[src/rtl/char_lcd_pkg.sv]
// char_lcd_pkg: shared types and constants for the HD44780 character LCD sequencer.
package char_lcd_pkg;

  // Sequencer states. A transfer always runs SETUP -> EN_HI -> WAIT.
  typedef enum logic [2:0] {
    ST_PWR_WAIT,
    ST_INIT,
    ST_SETUP,
    ST_EN_HI,
    ST_WAIT,
    ST_IDLE
  } lcd_state_e;

  // Which execution wait follows the current transfer.
  typedef enum logic [1:0] {
    WAIT_INIT1,
    WAIT_CMD,
    WAIT_LONG
  } wait_kind_e;

  // HD44780 command codes.
  localparam logic [7:0] CMD_CLEAR      = 8'h01;
  localparam logic [7:0] CMD_HOME       = 8'h02;
  localparam logic [7:0] CMD_SET_DDRAM  = 8'h80;
  localparam logic [7:0] LINE1_ADDR     = 8'h40;
  localparam logic [7:0] CMD_FUNC_SET   = 8'h38;  // 8-bit bus, 2 lines, 5x8 font
  localparam logic [7:0] CMD_DISP_ON    = 8'h0C;  // display on, cursor off
  localparam logic [7:0] CMD_ENTRY_MODE = 8'h06;  // increment, no shift

  localparam int         INIT_LEN  = 6;
  localparam logic [2:0] INIT_LAST = 3'(INIT_LEN - 1);

  // Power-up init ROM: command byte for each entry.
  function automatic logic [7:0] init_rom_data(input logic [2:0] idx);
    unique case (idx)
      3'd0, 3'd1, 3'd2: init_rom_data = CMD_FUNC_SET;
      3'd3:             init_rom_data = CMD_DISP_ON;
      3'd4:             init_rom_data = CMD_CLEAR;
      default:          init_rom_data = CMD_ENTRY_MODE;
    endcase
  endfunction

  // Power-up init ROM: execution wait after each entry.
  function automatic wait_kind_e init_rom_wait(input logic [2:0] idx);
    unique case (idx)
      3'd0:    init_rom_wait = WAIT_INIT1;
      3'd4:    init_rom_wait = WAIT_LONG;
      default: init_rom_wait = WAIT_CMD;
    endcase
  endfunction

  // Clear display (01) and return home (02/03) need the long execution wait.
  function automatic logic is_clear_home(input logic rs, input logic [7:0] data);
    is_clear_home = !rs && (data == CMD_CLEAR || data == CMD_HOME ||
                            data == (CMD_CLEAR | CMD_HOME));
  endfunction

  // Set-DDRAM-address command with a line/column we can track.
  function automatic logic is_set_ddram(input logic rs, input logic [7:0] data);
    is_set_ddram = !rs && data[7] && (data[5:4] == 2'b00);
  endfunction

  // Address command that moves the cursor to the start of the other line.
  function automatic logic [7:0] wrap_addr_cmd(input logic line);
    wrap_addr_cmd = line ? CMD_SET_DDRAM : (CMD_SET_DDRAM | LINE1_ADDR);
  endfunction

endpackage

[src/rtl/char_lcd_delay_timer.sv]
// char_lcd_delay_timer: loadable down-counter. Loading len_i makes done_o pulse
// in the len_i-th cycle after the load edge, so a state that loads on entry and
// leaves on done_o lasts exactly len_i cycles. Reset behaves like a load of RESET_LEN.
module char_lcd_delay_timer #(
  parameter int unsigned W         = 20,
  parameter int unsigned RESET_LEN = 1
) (
  input  logic         clk,
  input  logic         reset_n,
  input  logic         load_i,
  input  logic [W-1:0] len_i,
  output logic         done_o
);

  logic [W-1:0] cnt_q, cnt_d;
  logic         run_q, run_d;

  // Next count: reload, or count down to zero and stop.
  always_comb begin
    // NOTE: every signal gets a default first so no path leaves it unassigned (no latch).
    cnt_d = cnt_q;
    run_d = run_q;
    if (load_i) begin
      cnt_d = len_i - W'(1);
      run_d = 1'b1;
    end else if (run_q) begin
      if (cnt_q == '0) begin
        run_d = 1'b0;
      end else begin
        cnt_d = cnt_q - W'(1);
      end
    end
  end

  // Counter registers; reset starts the power-up delay.
  always_ff @(posedge clk or negedge reset_n) begin
    // NOTE: state registers use non-blocking assignments so all flops update together.
    if (!reset_n) begin
      cnt_q <= W'(RESET_LEN - 1);
      run_q <= 1'b1;
    end else begin
      cnt_q <= cnt_d;
      run_q <= run_d;
    end
  end

  assign done_o = run_q && (cnt_q == '0);

endmodule

[src/rtl/char_lcd_sequencer.sv]
// char_lcd_sequencer: write-only HD44780 sequencer for a 16x2 character LCD.
// Runs the power-up init ROM, then transfers bytes posted on a valid/ready
// handshake, generating RS/DATA setup, the EN pulse and the execution wait.
// Optional: define LCD_LINE_WRAP_EN to track the cursor and automatically move
// to the other line after the 16th character.
module char_lcd_sequencer
  import char_lcd_pkg::*;
#(
  parameter int unsigned T_POWERUP = 750000,
  parameter int unsigned T_INIT1   = 205000,
  parameter int unsigned T_SETUP   = 3,
  parameter int unsigned T_EN      = 12,
  parameter int unsigned T_CMD     = 2000,
  parameter int unsigned T_LONG    = 82000
) (
  input  logic       clk,
  input  logic       reset_n,
  input  logic       req_valid,
  output logic       req_ready,
  input  logic       req_rs,
  input  logic [7:0] req_data,
  output logic       init_done,
  output logic [7:0] lcd_data,
  output logic       lcd_en,
  output logic       lcd_rs,
  output logic       lcd_rw,
  output logic       lcd_on,
  output logic       lcd_blon
);

  // One counter serves every delay, so it is sized for the longest (power-up).
  localparam int unsigned   CW        = $clog2(T_POWERUP + 1);
  localparam logic [CW-1:0] LEN_SETUP = CW'(T_SETUP);
  localparam logic [CW-1:0] LEN_EN    = CW'(T_EN);
  localparam logic [CW-1:0] LEN_INIT1 = CW'(T_INIT1);
  localparam logic [CW-1:0] LEN_CMD   = CW'(T_CMD);
  localparam logic [CW-1:0] LEN_LONG  = CW'(T_LONG);

  lcd_state_e    state_q, state_d;
  logic [2:0]    idx_q, idx_d;
  logic          init_done_q, init_done_d;
  logic [7:0]    data_q, data_d;
  logic          rs_q, rs_d;
  wait_kind_e    wait_q, wait_d;
  logic          en_q, ready_q, on_q;

  logic          issue;
  logic          issue_rs;
  logic [7:0]    issue_data;
  wait_kind_e    issue_wait;

  logic          tmr_load;
  logic [CW-1:0] tmr_len;
  logic          tmr_done;
  logic [CW-1:0] wait_len;

`ifdef LCD_LINE_WRAP_EN
  localparam logic [4:0] COL_FULL = 5'd16;
  logic [4:0] col_q, col_d;
  logic       line_q, line_d;
`endif

  char_lcd_delay_timer #(
    .W         (CW),
    .RESET_LEN (T_POWERUP)
  ) u_timer (
    .clk     (clk),
    .reset_n (reset_n),
    .load_i  (tmr_load),
    .len_i   (tmr_len),
    .done_o  (tmr_done)
  );

  // Execution-wait length for the transfer in flight.
  always_comb begin
    unique case (wait_q)
      WAIT_INIT1: wait_len = LEN_INIT1;
      WAIT_LONG:  wait_len = LEN_LONG;
      default:    wait_len = LEN_CMD;
    endcase
  end

  // Next state, timer control and transfer launch.
  always_comb begin
    state_d     = state_q;
    idx_d       = idx_q;
    init_done_d = init_done_q;
    data_d      = data_q;
    rs_d        = rs_q;
    wait_d      = wait_q;
    tmr_load    = 1'b0;
    tmr_len     = LEN_SETUP;
    issue       = 1'b0;
    issue_rs    = 1'b0;
    issue_data  = 8'h00;
    issue_wait  = WAIT_CMD;

    unique case (state_q)
      ST_PWR_WAIT: begin
        if (tmr_done) state_d = ST_INIT;
      end
      ST_INIT: begin
        issue      = 1'b1;
        issue_data = init_rom_data(idx_q);
        issue_wait = init_rom_wait(idx_q);
      end
      ST_IDLE: begin
        if (req_valid) begin
          issue      = 1'b1;
          issue_rs   = req_rs;
          issue_data = req_data;
          issue_wait = is_clear_home(req_rs, req_data) ? WAIT_LONG : WAIT_CMD;
        end
      end
      ST_SETUP: begin
        if (tmr_done) begin
          state_d  = ST_EN_HI;
          tmr_load = 1'b1;
          tmr_len  = LEN_EN;
        end
      end
      ST_EN_HI: begin
        if (tmr_done) begin
          state_d  = ST_WAIT;
          tmr_load = 1'b1;
          tmr_len  = wait_len;
        end
      end
      ST_WAIT: begin
        if (tmr_done) begin
          if (!init_done_q) begin
            if (idx_q == INIT_LAST) begin
              init_done_d = 1'b1;
              state_d     = ST_IDLE;
            end else begin
              idx_d   = idx_q + 3'd1;
              state_d = ST_INIT;
            end
          end
`ifdef LCD_LINE_WRAP_EN
          else if (col_q == COL_FULL) begin
            issue      = 1'b1;
            issue_data = wrap_addr_cmd(line_q);
            issue_wait = WAIT_CMD;
          end
`endif
          else begin
            state_d = ST_IDLE;
          end
        end
      end
      default: state_d = ST_PWR_WAIT;
    endcase

    // Every launch latches RS/DATA and starts the setup delay.
    if (issue) begin
      state_d  = ST_SETUP;
      tmr_load = 1'b1;
      tmr_len  = LEN_SETUP;
      rs_d     = issue_rs;
      data_d   = issue_data;
      wait_d   = issue_wait;
    end
  end

  // FSM state register.
  always_ff @(posedge clk or negedge reset_n) begin
    if (!reset_n) state_q <= ST_PWR_WAIT;
    else          state_q <= state_d;
  end

  // Datapath and registered outputs.
  always_ff @(posedge clk or negedge reset_n) begin
    if (!reset_n) begin
      idx_q       <= 3'd0;
      init_done_q <= 1'b0;
      data_q      <= 8'h00;
      rs_q        <= 1'b0;
      wait_q      <= WAIT_CMD;
      en_q        <= 1'b0;
      ready_q     <= 1'b0;
      on_q        <= 1'b0;
    end else begin
      idx_q       <= idx_d;
      init_done_q <= init_done_d;
      data_q      <= data_d;
      rs_q        <= rs_d;
      wait_q      <= wait_d;
      en_q        <= (state_d == ST_EN_HI);
      ready_q     <= (state_d == ST_IDLE);
      on_q        <= 1'b1;
    end
  end

`ifdef LCD_LINE_WRAP_EN
  // Cursor tracking, updated as each byte is launched.
  always_comb begin
    col_d  = col_q;
    line_d = line_q;
    if (issue) begin
      if (issue_rs) begin
        col_d = col_q + 5'd1;
      end else if (is_clear_home(1'b0, issue_data)) begin
        col_d  = 5'd0;
        line_d = 1'b0;
      end else if (is_set_ddram(1'b0, issue_data)) begin
        col_d  = {1'b0, issue_data[3:0]};
        line_d = issue_data[6];
      end
    end
  end

  // Cursor registers.
  always_ff @(posedge clk or negedge reset_n) begin
    if (!reset_n) begin
      col_q  <= 5'd0;
      line_q <= 1'b0;
    end else begin
      col_q  <= col_d;
      line_q <= line_d;
    end
  end
`endif

  assign req_ready = ready_q;
  assign init_done = init_done_q;
  assign lcd_data  = data_q;
  assign lcd_rs    = rs_q;
  assign lcd_en    = en_q;
  assign lcd_rw    = 1'b0;
  assign lcd_on    = on_q;
  assign lcd_blon  = on_q;

endmodule
[config.mk]
export PLATFORM = sky130hd
export DESIGN_NAME = char_lcd_sequencer
export DESIGN_NICKNAME = d
export VERILOG_FILES = /design/src/rtl/char_lcd_pkg.sv /design/src/rtl/char_lcd_delay_timer.sv /design/src/rtl/char_lcd_sequencer.sv
export SDC_FILE = /design/constraint.sdc
export NUM_CORES = 1
export LEC_CHECK = 0
export ABC_AREA = 1
export CAP_MARGIN = 30
export CORE_AREA = 2 2 81 64
export CTS_BUF_LIST = sky130_fd_sc_hd__clkbuf_8
export DETAILED_ROUTE_END_ITERATION = 6
export DIE_AREA = 0 0 83 66
export GPL_ROUTABILITY_DRIVEN = 0
export PLACE_DENSITY_LB_ADDON = 0.08
export SYNTH_ARGS = -nofsm -noshare
export SYNTH_HDL_FRONTEND = slang
export SYNTH_SLANG_ARGS = --single-unit
[constraint.sdc]
create_clock -name clk -period 3.8 [get_ports clk]
set_input_delay 1.14 -clock clk [delete_from_list [all_inputs] [get_ports clk]]
set_output_delay 1.14 -clock clk [all_outputs]
set_load 0.005 [all_outputs]
Yosys cells after proc, flatten, opt, wreduce, memory -nomap -nowiden
Index checks and enable logic that the tools add are counted.
{"block": "totals", "output_inout_bits": 15, "ff_bits": 42, "input_bits": 12, "wordCells": 84}
{"block": "classes", "bitwise": 2, "n_mux": 35, "add_sub_neg": 3, "n_reduce_logical": 16, "eq_ne": 17}
{"cell": "20-bit 2-to-1 mux", "count": 4}
{"cell": "18-bit case mux with 2 select lines", "count": 2}
{"cell": "20-bit by 1-bit subtractor with 20-bit output, second input constant", "count": 2}
{"cell": "3-bit 2-to-1 mux", "count": 7}
{"cell": "20-bit zero test", "count": 1}
{"cell": "18-bit 2-to-1 mux", "count": 1}
{"cell": "6-bit case mux with 3 select lines", "count": 1}
{"cell": "8-bit by 2-bit == test with 1-bit output, second input constant", "count": 2}
{"cell": "8-bit case mux with 2 select lines", "count": 1}
{"cell": "3-bit by 2-bit == test with 1-bit output, second input constant", "count": 5}
{"cell": "3-bit == test, second input constant", "count": 5}
{"cell": "3-bit case mux with 5 select lines", "count": 1}
{"cell": "1-bit 2-to-1 mux", "count": 11}
{"cell": "8-bit by 1-bit == test with 1-bit output, second input constant", "count": 1}
{"cell": "8-bit 2-to-1 mux", "count": 1}
{"cell": "2-bit case mux with 2 select lines", "count": 2}
{"cell": "3-bit by 1-bit == test with 1-bit output, second input constant", "count": 2}
{"cell": "3-bit zero test", "count": 2}
{"cell": "2-bit 2-to-1 mux", "count": 2}
{"cell": "4-bit 2-to-1 mux", "count": 1}
{"cell": "2-bit AND reduction", "count": 2}
{"cell": "4-bit AND reduction", "count": 1}
{"cell": "2-bit OR reduction", "count": 2}
{"cell": "3-bit by 1-bit adder with 3-bit output, second input constant", "count": 1}
{"cell": "other kinds (10)", "count": 13}

Longest topological paths before layout
Gate-level depths: netlist of the first run.
{"block": "logic_depth", "depth_word": 7, "depth_mapped": 16, "depth_no_buf": 15}

By module
Synthesis of the first run repeated with hierarchy kept, for this count alone.
{"block": "unflattened", "cells_unflattened": 422, "area_unflattened_um2": 2956.6}
{"mod": "char_lcd_delay_timer", "area_per_inst_um2": 1793.0, "cells_per_inst": 273, "seq_area_each_um2": 543.0, "n_inst": 1}
{"mod": "char_lcd_sequencer", "area_per_inst_um2": 1163.6, "cells_per_inst": 149, "seq_area_each_um2": 526.8, "n_inst": 1}

Worst setup path before layout of the first run
OpenSTA, ideal clock, no wires.
{"block": "synth_timing", "kind": "input to register", "startpoint": "in req_valid", "endpoint": "reg u_timer.cnt_q[15]", "arrival_time_ps": 2246, "setup_time_ps": 117, "setup_slack_ps": 1437, "required_time_ps": 3683, "path_stages": 12, "n_path_buf": 1, "path_cell_list": "nand2_1 > nand2_4 > inv_2 > buf_4 > nand3_2 > nand2_2 > nor2_4 > nand2_2 > nor2_8 > nand3_2 > nor2_1 > nor2_1"}
{"block": "synth_via", "elab_chain_len": 5, "elab_cells_between_ends": 9, "classes_between": "add/sub: 1; eq/ne: 1; mux: 5; reduce/logical: 2"}
{"item": "start: declaration", "line": "char_lcd_sequencer.sv:18", "text": "input logic req_valid,"}
{"item": "1-bit 2-to-1 mux *", "line": "char_lcd_sequencer.sv:108", "text": "if (req_valid) begin"}
{"item": "1-bit case mux with 2 select lines *", "line": "char_lcd_sequencer.sv:98", "text": "unique case (state_q)"}
{"item": "20-bit 2-to-1 mux or 1-bit 2-to-1 mux (tied branches)", "line": "char_lcd_sequencer.sv:156", "text": "if (issue) begin"}
{"item": "20-bit by 1-bit subtractor with 20-bit output, or another cell as far along", "line": "char_lcd_delay_timer.sv:24", "text": "cnt_d = len_i - W'(1);"}
{"item": "20-bit 2-to-1 mux or 2-bit AND reduction (tied branches)"}
{"item": "end signal: assignment", "line": "char_lcd_delay_timer.sv:39", "text": "cnt_q <= W'(RESET_LEN - 1);"}
{"item": "end signal: assignment", "line": "char_lcd_delay_timer.sv:42", "text": "cnt_q <= cnt_d;"}
{"item": "end: declaration", "line": "char_lcd_delay_timer.sv:15", "text": "logic [W-1:0] cnt_q, cnt_d;"}
Every way passes the cells marked *; elsewhere a longest branch is shown, timed or not.
A chain may end at the register's enable or synchronous reset.

Final worst setup path of the first run
{"block": "layout_timing", "startpoint": "in req_valid", "endpoint": "reg u_timer.cnt_q[9]"}
Same word-level chain as after synthesis.

==> metrics.cfg, run 1 <==
[pwr]
pwr-share-clk_pct = 42.6
max-vdd-ir-drop_mv = 0.247
p_int_uw = 654
power_frac_seq_pct = 54.2
leakage_nw = 1.49
comb_power_share_pct = 3.2
p_sw_share_pct = 21.0
p_switching_uw = 174
p_per_area_mw_per_mm2 = 267
total_power_uw = 828

[global_route]
overflow = 0
grt_use_total_pct = 24.8
grt_pass1_wl_mm = 10.8
grt_pass1_vias = 2236
grt_antenna_before_repair = 0
grt_max_degree = 43

[floorplan]
fp.dieH_um = 66
core_area_mm2 = 0.00471
dieArea_mm2 = 0.00548
start_util_pct = 57.7
dieWidth_um = 83
io_pins = 27
rows = 22

[min_path]
hp-class = register to register
min_path_cells = 2

[routing]
drt_first_pass_iters = 6
viasPerCell = 5.38
ant_nets = 0
drc = 0
finalWirelength_mm = 6.24
wl_per_cell_um = 13.8
drt_iter0_drc = 193
vias = 2435

[synthesis]
synth_seq_cells = 42
yosysMostFrequentCell = nand2_1
synthArstFlopShare_pct = 100
yosysSeqAreaShare_pct = 39.4
syn_area_mm2 = 0.00271
synth_fp_nets = 385
synth_enable_flop_cells = 0
yosysTopAreaCell = dfrtp_1
syn_inst = 367
synth_commonest_cells = nand2_1, nor2_1, inv_1
synth_area_leaders = dfrtp_1, dfstp_2, nand2_1
avgSynthCellArea_um2 = 7.39
ys_types = 40
yosys_warnings = 0
synth_top_area_share_pct = 24.9
synth_flop_cell = dfrtp_1

[sta]
rsz0062_at_grt = no
setup_violations = 0
worstMarginPinSlew_ns = 0.911
fin_crit_ns = 2.97
fmax_mhz = 336
finalSetupTns_ns = 0
slew_viol_final = 0
hold_viol_final = 0
relSlewSlack_pct = 39.3
holdWs_ns = 0.480
clock_skew_ns = 0.0100
fin_crit_sh_pct = 78.3

[cts]
cts.path.max_buffers = 2
root_buffer = clkbuf_8
cts_setup_buffers = 0
cts_resized = 0
cts_tree = done
cts_sinks = 42
cts_buffers = 5
clk_latency_ns = 0.30
path_clk_slew_ns = 0.08
htreeDepth = 2
hold_buffers = 0

[critical_path]
worstPathRequired_ns = 4.00
criticalPathCategory = input pin to register
cp-start-kind = input pin
rr_worst_depth = 14
cp.arrival_ns = 3.17
crit_fanout = 21
setup.worst_path.end_class = register

[place]
numPortBuffers = 25
post_dp_cell_area_mm2 = 0.00299
hpwlAfterDp_mm = 4.69

[cells_and_area]
stdcell_area_mm2 = 0.00310
fillers = 396
drive_above_1_share_pct = 17.0
diodes = 0
syn_to_final_growth_pct = 14.3
fin_util_pct = 65.9
fin_nets = 410

[flow_run]
cap_viol_max_count = 0

[status]
status = finished, final reports clean

worst max-delay path, cell delays in order:
cell and delay (ns):
clkdlybuf4s50_1 0.42, nand2_1 0.12, nand2_4 0.10, inv_2 0.34, nand2_2 0.21, nor2_1 0.28, nor2_2 0.10, nand2_2 0.13
nor2_8 0.08, nor2_1 0.09, nor2_1 0.05, nand2_1 0.07, nand2_1 0.05
cell usage in the layout, fill, tap and decap left out, drive strengths merged, types with 4 or more instances in the layout:
cell type,instances
clkdlybuf4s50,24
o21ai,7
nand3,41
a31oi,4
dfrtp,27
clkbuf,5
nand2,101
nor3,7
dfstp,15
o21bai,4
nand4,4
inv,49
ha,6
a21oi,4
nor2,66
final cells by class:
| type | instances | area, µm² | area share, % |
|---|---|---|---|
| clock buffer | 5 | 68.8 | 2.22 |
| clock inverter | 3 | 40.0 | 1.29 |
| inverter | 50 | 188 | 6.05 |
| multi-input combinational | 266 | 1400 | 45.1 |
| sequential | 42 | 1070 | 34.5 |
| tap | 60 | 75.1 | 2.42 |
| timing repair buffer | 27 | 260 | 8.39 |
power groups by stage:
stage / clock, mW / combinational, mW / sequential (mW)
2_1_floorplan: 0 / 0.00455 / 0.457
3_3_place_gp: 0 / 0.0270 / 0.456
3_5_place_dp: 0 / 0.0274 / 0.457
4_1_cts: 0.358 / 0.0274 / 0.448
5_1_grt: 0.383 / 0.0300 / 0.449
6_report: 0.353 / 0.0268 / 0.448
final timing paths:
path	to	startpoint	slack [ns]
max reg2reg	u_timer.cnt_q[19]	u_timer.cnt_q[18]	1.30
min in group asynchronous	u_timer.cnt_q[9]	reset_n	0.97
max in group asynchronous	init_done	reset_n	2.26
min	u_timer.cnt_q[17]	u_timer.cnt_q[17]	0.48
min reg2reg	u_timer.cnt_q[17]	u_timer.cnt_q[17]	0.48
max	u_timer.cnt_q[9]	req_valid	0.83
flip-flops by register name (all words and copies together) (netlist names), 2 cells and up:
name	flops
idx_q	3
lcd_data	8
state_q	3
u_timer.cnt_q	20
wait_q	2
through the flow:
stage	std cells	worst slack (ns)
final	453	0.826
after global routing	453	0.637
after CTS	453	0.833
after detailed placement	445	0.519
after global placement	445	0.585
after floorplan	367	1.44
metal layers:
metal	GRT usage, %	vias to the layer above	share of wire [%]
met1	38.8	1135	51
met4	7.99	0	1.5
met2	33.9	72	42
met5	0	-	0
met3	4.99	12	5.4
li1	-	1216	-
kinds of logic after synthesis:
group / after synthesis / synth area share (%)
simple gates: 222 / 38.9
compound gates: 31 / 8.02
fa+ha+maj: 6 / 2.77
xor+xnor: 5 / 1.61
other cells: 2 / 0.277
flops: 42 / 39.4
buf+inv: 59 / 8.99
Note: power is estimated with default switching activity, not from simulation.
==> inputs of run 2 (changes only) <==
--- a/config.mk
+++ b/config.mk
@@ -7,10 +7,10 @@
 export LEC_CHECK = 0
 export ABC_AREA = 1
 export CAP_MARGIN = 30
-export CORE_AREA = 2 2 81 64
+export CORE_AREA = 2 2 82 64
 export CTS_BUF_LIST = sky130_fd_sc_hd__clkbuf_8
 export DETAILED_ROUTE_END_ITERATION = 6
-export DIE_AREA = 0 0 83 66
+export DIE_AREA = 0 0 84 66
 export GPL_ROUTABILITY_DRIVEN = 0
 export PLACE_DENSITY_LB_ADDON = 0.08
 export SYNTH_ARGS = -nofsm -noshare
==> constraint.sdc (replaced) <==
create_clock -name clk -period 2.75 [get_ports clk]
set_input_delay 0.825 -clock clk [delete_from_list [all_inputs] [get_ports clk]]
set_output_delay 0.825 -clock clk [all_outputs]
set_load 0.005 [all_outputs]
==> run 2 against run 1 <==
Via count grew 2.2%. Sequential power rose by 38%. Hold slack improved by 0.0019 ns. First-iteration DRC count decreased by 2.1%. Critical endpoint is now u_timer.cnt_q[14]. Highest routed layer unchanged.
==> metrics.cfg, run 2 (synthesized netlist as in run 1, its figures left out) <==
[cells_and_area]
diodes = 0
fin_nets = 421
drive_above_1_share_pct = 19.1
final_cell_mix = nand2_1, nor2_1, inv_1, nand3_1, dfrtp_1
stdcell_area_mm2 = 0.00319
fillers = 410
stdcell_count = 464
top_register = u_timer.cnt_q
largest_reg_flops = 20
syn_to_final_growth_pct = 17.4
final_common_cell = nand2_1

[routing]
drt_iter0_drc = 189
drt_first_pass_iters = 5
wl_per_cell_um = 13.6
viasPerCell = 5.36
ant_nets = 0
vias = 2489
drc = 0
finalWirelength_mm = 6.31

[critical_path]
worstPathCellList = clkdlybuf4s50_1 > nand2_1 > nand2_4 > inv_2 > buf_4 > nand3_1 > nand2_1 > nor2_1 > nand2_2 > nor2_1 > nand2_1 > nand2_1 > nand3_1 > nand2_1
cpMostUsedCell = nand2_1
slowest_stage = clkdlybuf4s50_1
cp-start-kind = input pin
slowest_delay_ns = 0.48
worst-path-buf-inv = 3
criticalPathCategory = input pin to register
worstPathRequired_ns = 3.00
critPathTopFamily = simple AND/OR/NAND/NOR gates
setup.worst_path.end_class = register
crit_fanout = 6
cp.arrival_ns = 2.72

[sta]
relSlewSlack_pct = 40.5
fin_crit_sh_pct = 89.8
rsz0062_at_grt = no
fin_ws_ns = 0.280
fin_crit_ns = 2.47
fmax_mhz = 405
finalSetupTns_ns = 0
worstMarginPinSlew_ns = 0.893
clock_skew_ns = 0.0129
slew_viol_final = 0
hold_viol_final = 0
setup_violations = 0

[pwr]
comb_power_share_pct = 3.3
power_frac_seq_pct = 54.0
p_int_uw = 905
p_per_area_mw_per_mm2 = 360
p_sw_share_pct = 21.2
total_power_mw = 1.15
leakage_nw = 1.54
max-vdd-ir-drop_mv = 0.445
pwr-share-clk_pct = 42.8
p_switching_uw = 243

[cts]
cts.path.max_buffers = 2
cts_buffers = 5
cts_tree = done
htreeDepth = 2
path_clk_slew_ns = 0.09
hold_buffers = 0
cts_setup_buffers = 0
root_buffer = clkbuf_8
cts_sinks = 42
cts_resized = 0
clk_latency_ns = 0.31

[floorplan]
core_area_mm2 = 0.00476
fp.dieH_um = 66
start_util_pct = 57.0
rows = 22
io_pins = 27
dieArea_mm2 = 0.00554
dieWidth_um = 84

[place]
dp_cells = 456
hpwlAfterDp_mm = 4.87
post_dp_cell_area_mm2 = 0.00308
numPortBuffers = 25
dp_slack_ns = 0.0284

[global_route]
overflow = 0
grtUsageMet3_pct = 6.12
grt_pass1_vias = 2313
grt_pass1_wl_mm = 10.9
grt_use_met2_pct = 35.9
grt_use_total_pct = 25.5
busiest_layer = met1
grt_max_degree = 42
grt_antenna_before_repair = 0
met1_usage_pct = 38.0

[status]
status = finished, final reports clean

[flow_run]
cap_viol_max_count = 0

[min_path]
hp-class = register to register

==> run 2: worst reg2reg max path, stage by stage, from the launching register on <==
cell     delay (ns)
dfrtp_1        0.43
nor2_1         0.12
nand2_1        0.09
nor2_2         0.14
nand3_1        0.13
nor2_2         0.39
nand3_1        0.24
nand2_1        0.21
nor2_1         0.10
nand2_2        0.13
nor2_4         0.05
nand3_1        0.08
nand2_1        0.05
nand2_1        0.06
inv_1          0.04
==> run 2: power groups by stage <==
stage	registers [mW]	logic, mW	clock network (mW)
3_3_place_gp	0.631	0.0387	0
3_5_place_dp	0.631	0.0385	0
5_1_grt	0.620	0.0423	0.521
6_report	0.620	0.0375	0.491
4_1_cts	0.620	0.0386	0.495
2_1_floorplan	0.631	0.00629	0
==> run 2: through the flow <==
| step | hold slack, ns | util [%] |
|---|---|---|
| floorplan | 0.456 | - |
| global placement | 0.465 | 64.6 |
| detailed placement | 0.465 | 64.6 |
| CTS | 0.486 | 66.9 |
| global route | 0.499 | 66.9 |
| finish | 0.482 | 66.9 |
==> run 2: final cells by class <==
class / instances / area [µm²] / share of cell area (%)
Clock inverter: 3 / 41.3 / 1.30
Tap cell: 60 / 75.1 / 2.36
Timing Repair Buffer: 38 / 343 / 10.8
Inverter: 50 / 188 / 5.89
Multi-Input combinational cell: 266 / 1400 / 44.0
Clock buffer: 5 / 68.8 / 2.16
Sequential cell: 42 / 1070 / 33.6
==> run 2: final timing paths <==
| kind | from | endpoint | slack [ns] | cells after the start |
|---|---|---|---|---|
| worst max-delay path | req_valid | u_timer.cnt_q[14] | 0.28 | 14 |
| worst min-delay path | lcd_data[4] | lcd_data[4] | 0.48 | 2 |
| worst max register to register | u_timer.cnt_q[4] | u_timer.cnt_q[18] | 0.38 | 14 |
| worst min register to register | lcd_data[4] | lcd_data[4] | 0.48 | 2 |
| max in group asynchronous | reset_n | u_timer.cnt_q[17] | 1.44 | 2 |
| min in group asynchronous | reset_n | state_q[2] | 0.64 | 1 |
==> run 2: routing by layer <==
metal  part of all wire [%]  vias up  wire [µm]
li1                       -     1239          -
met2                     40       91       2500
met3                    7.2       13        453
met1                     51     1146       3240
met5                      0        -          0
met4                    1.8        0        114
==> inputs of run 3 (changes only) <==
--- a/config.mk
+++ b/config.mk
@@ -6,7 +6,7 @@
 export NUM_CORES = 1
 export LEC_CHECK = 0
 export ABC_AREA = 1
-export CAP_MARGIN = 30
+export CAP_MARGIN = 20
 export CORE_AREA = 2 2 82 64
 export CTS_BUF_LIST = sky130_fd_sc_hd__clkbuf_8
 export DETAILED_ROUTE_END_ITERATION = 6
==> results of run 3 <==
No change in the layout: final DEF, timing and power equal those of run 2.
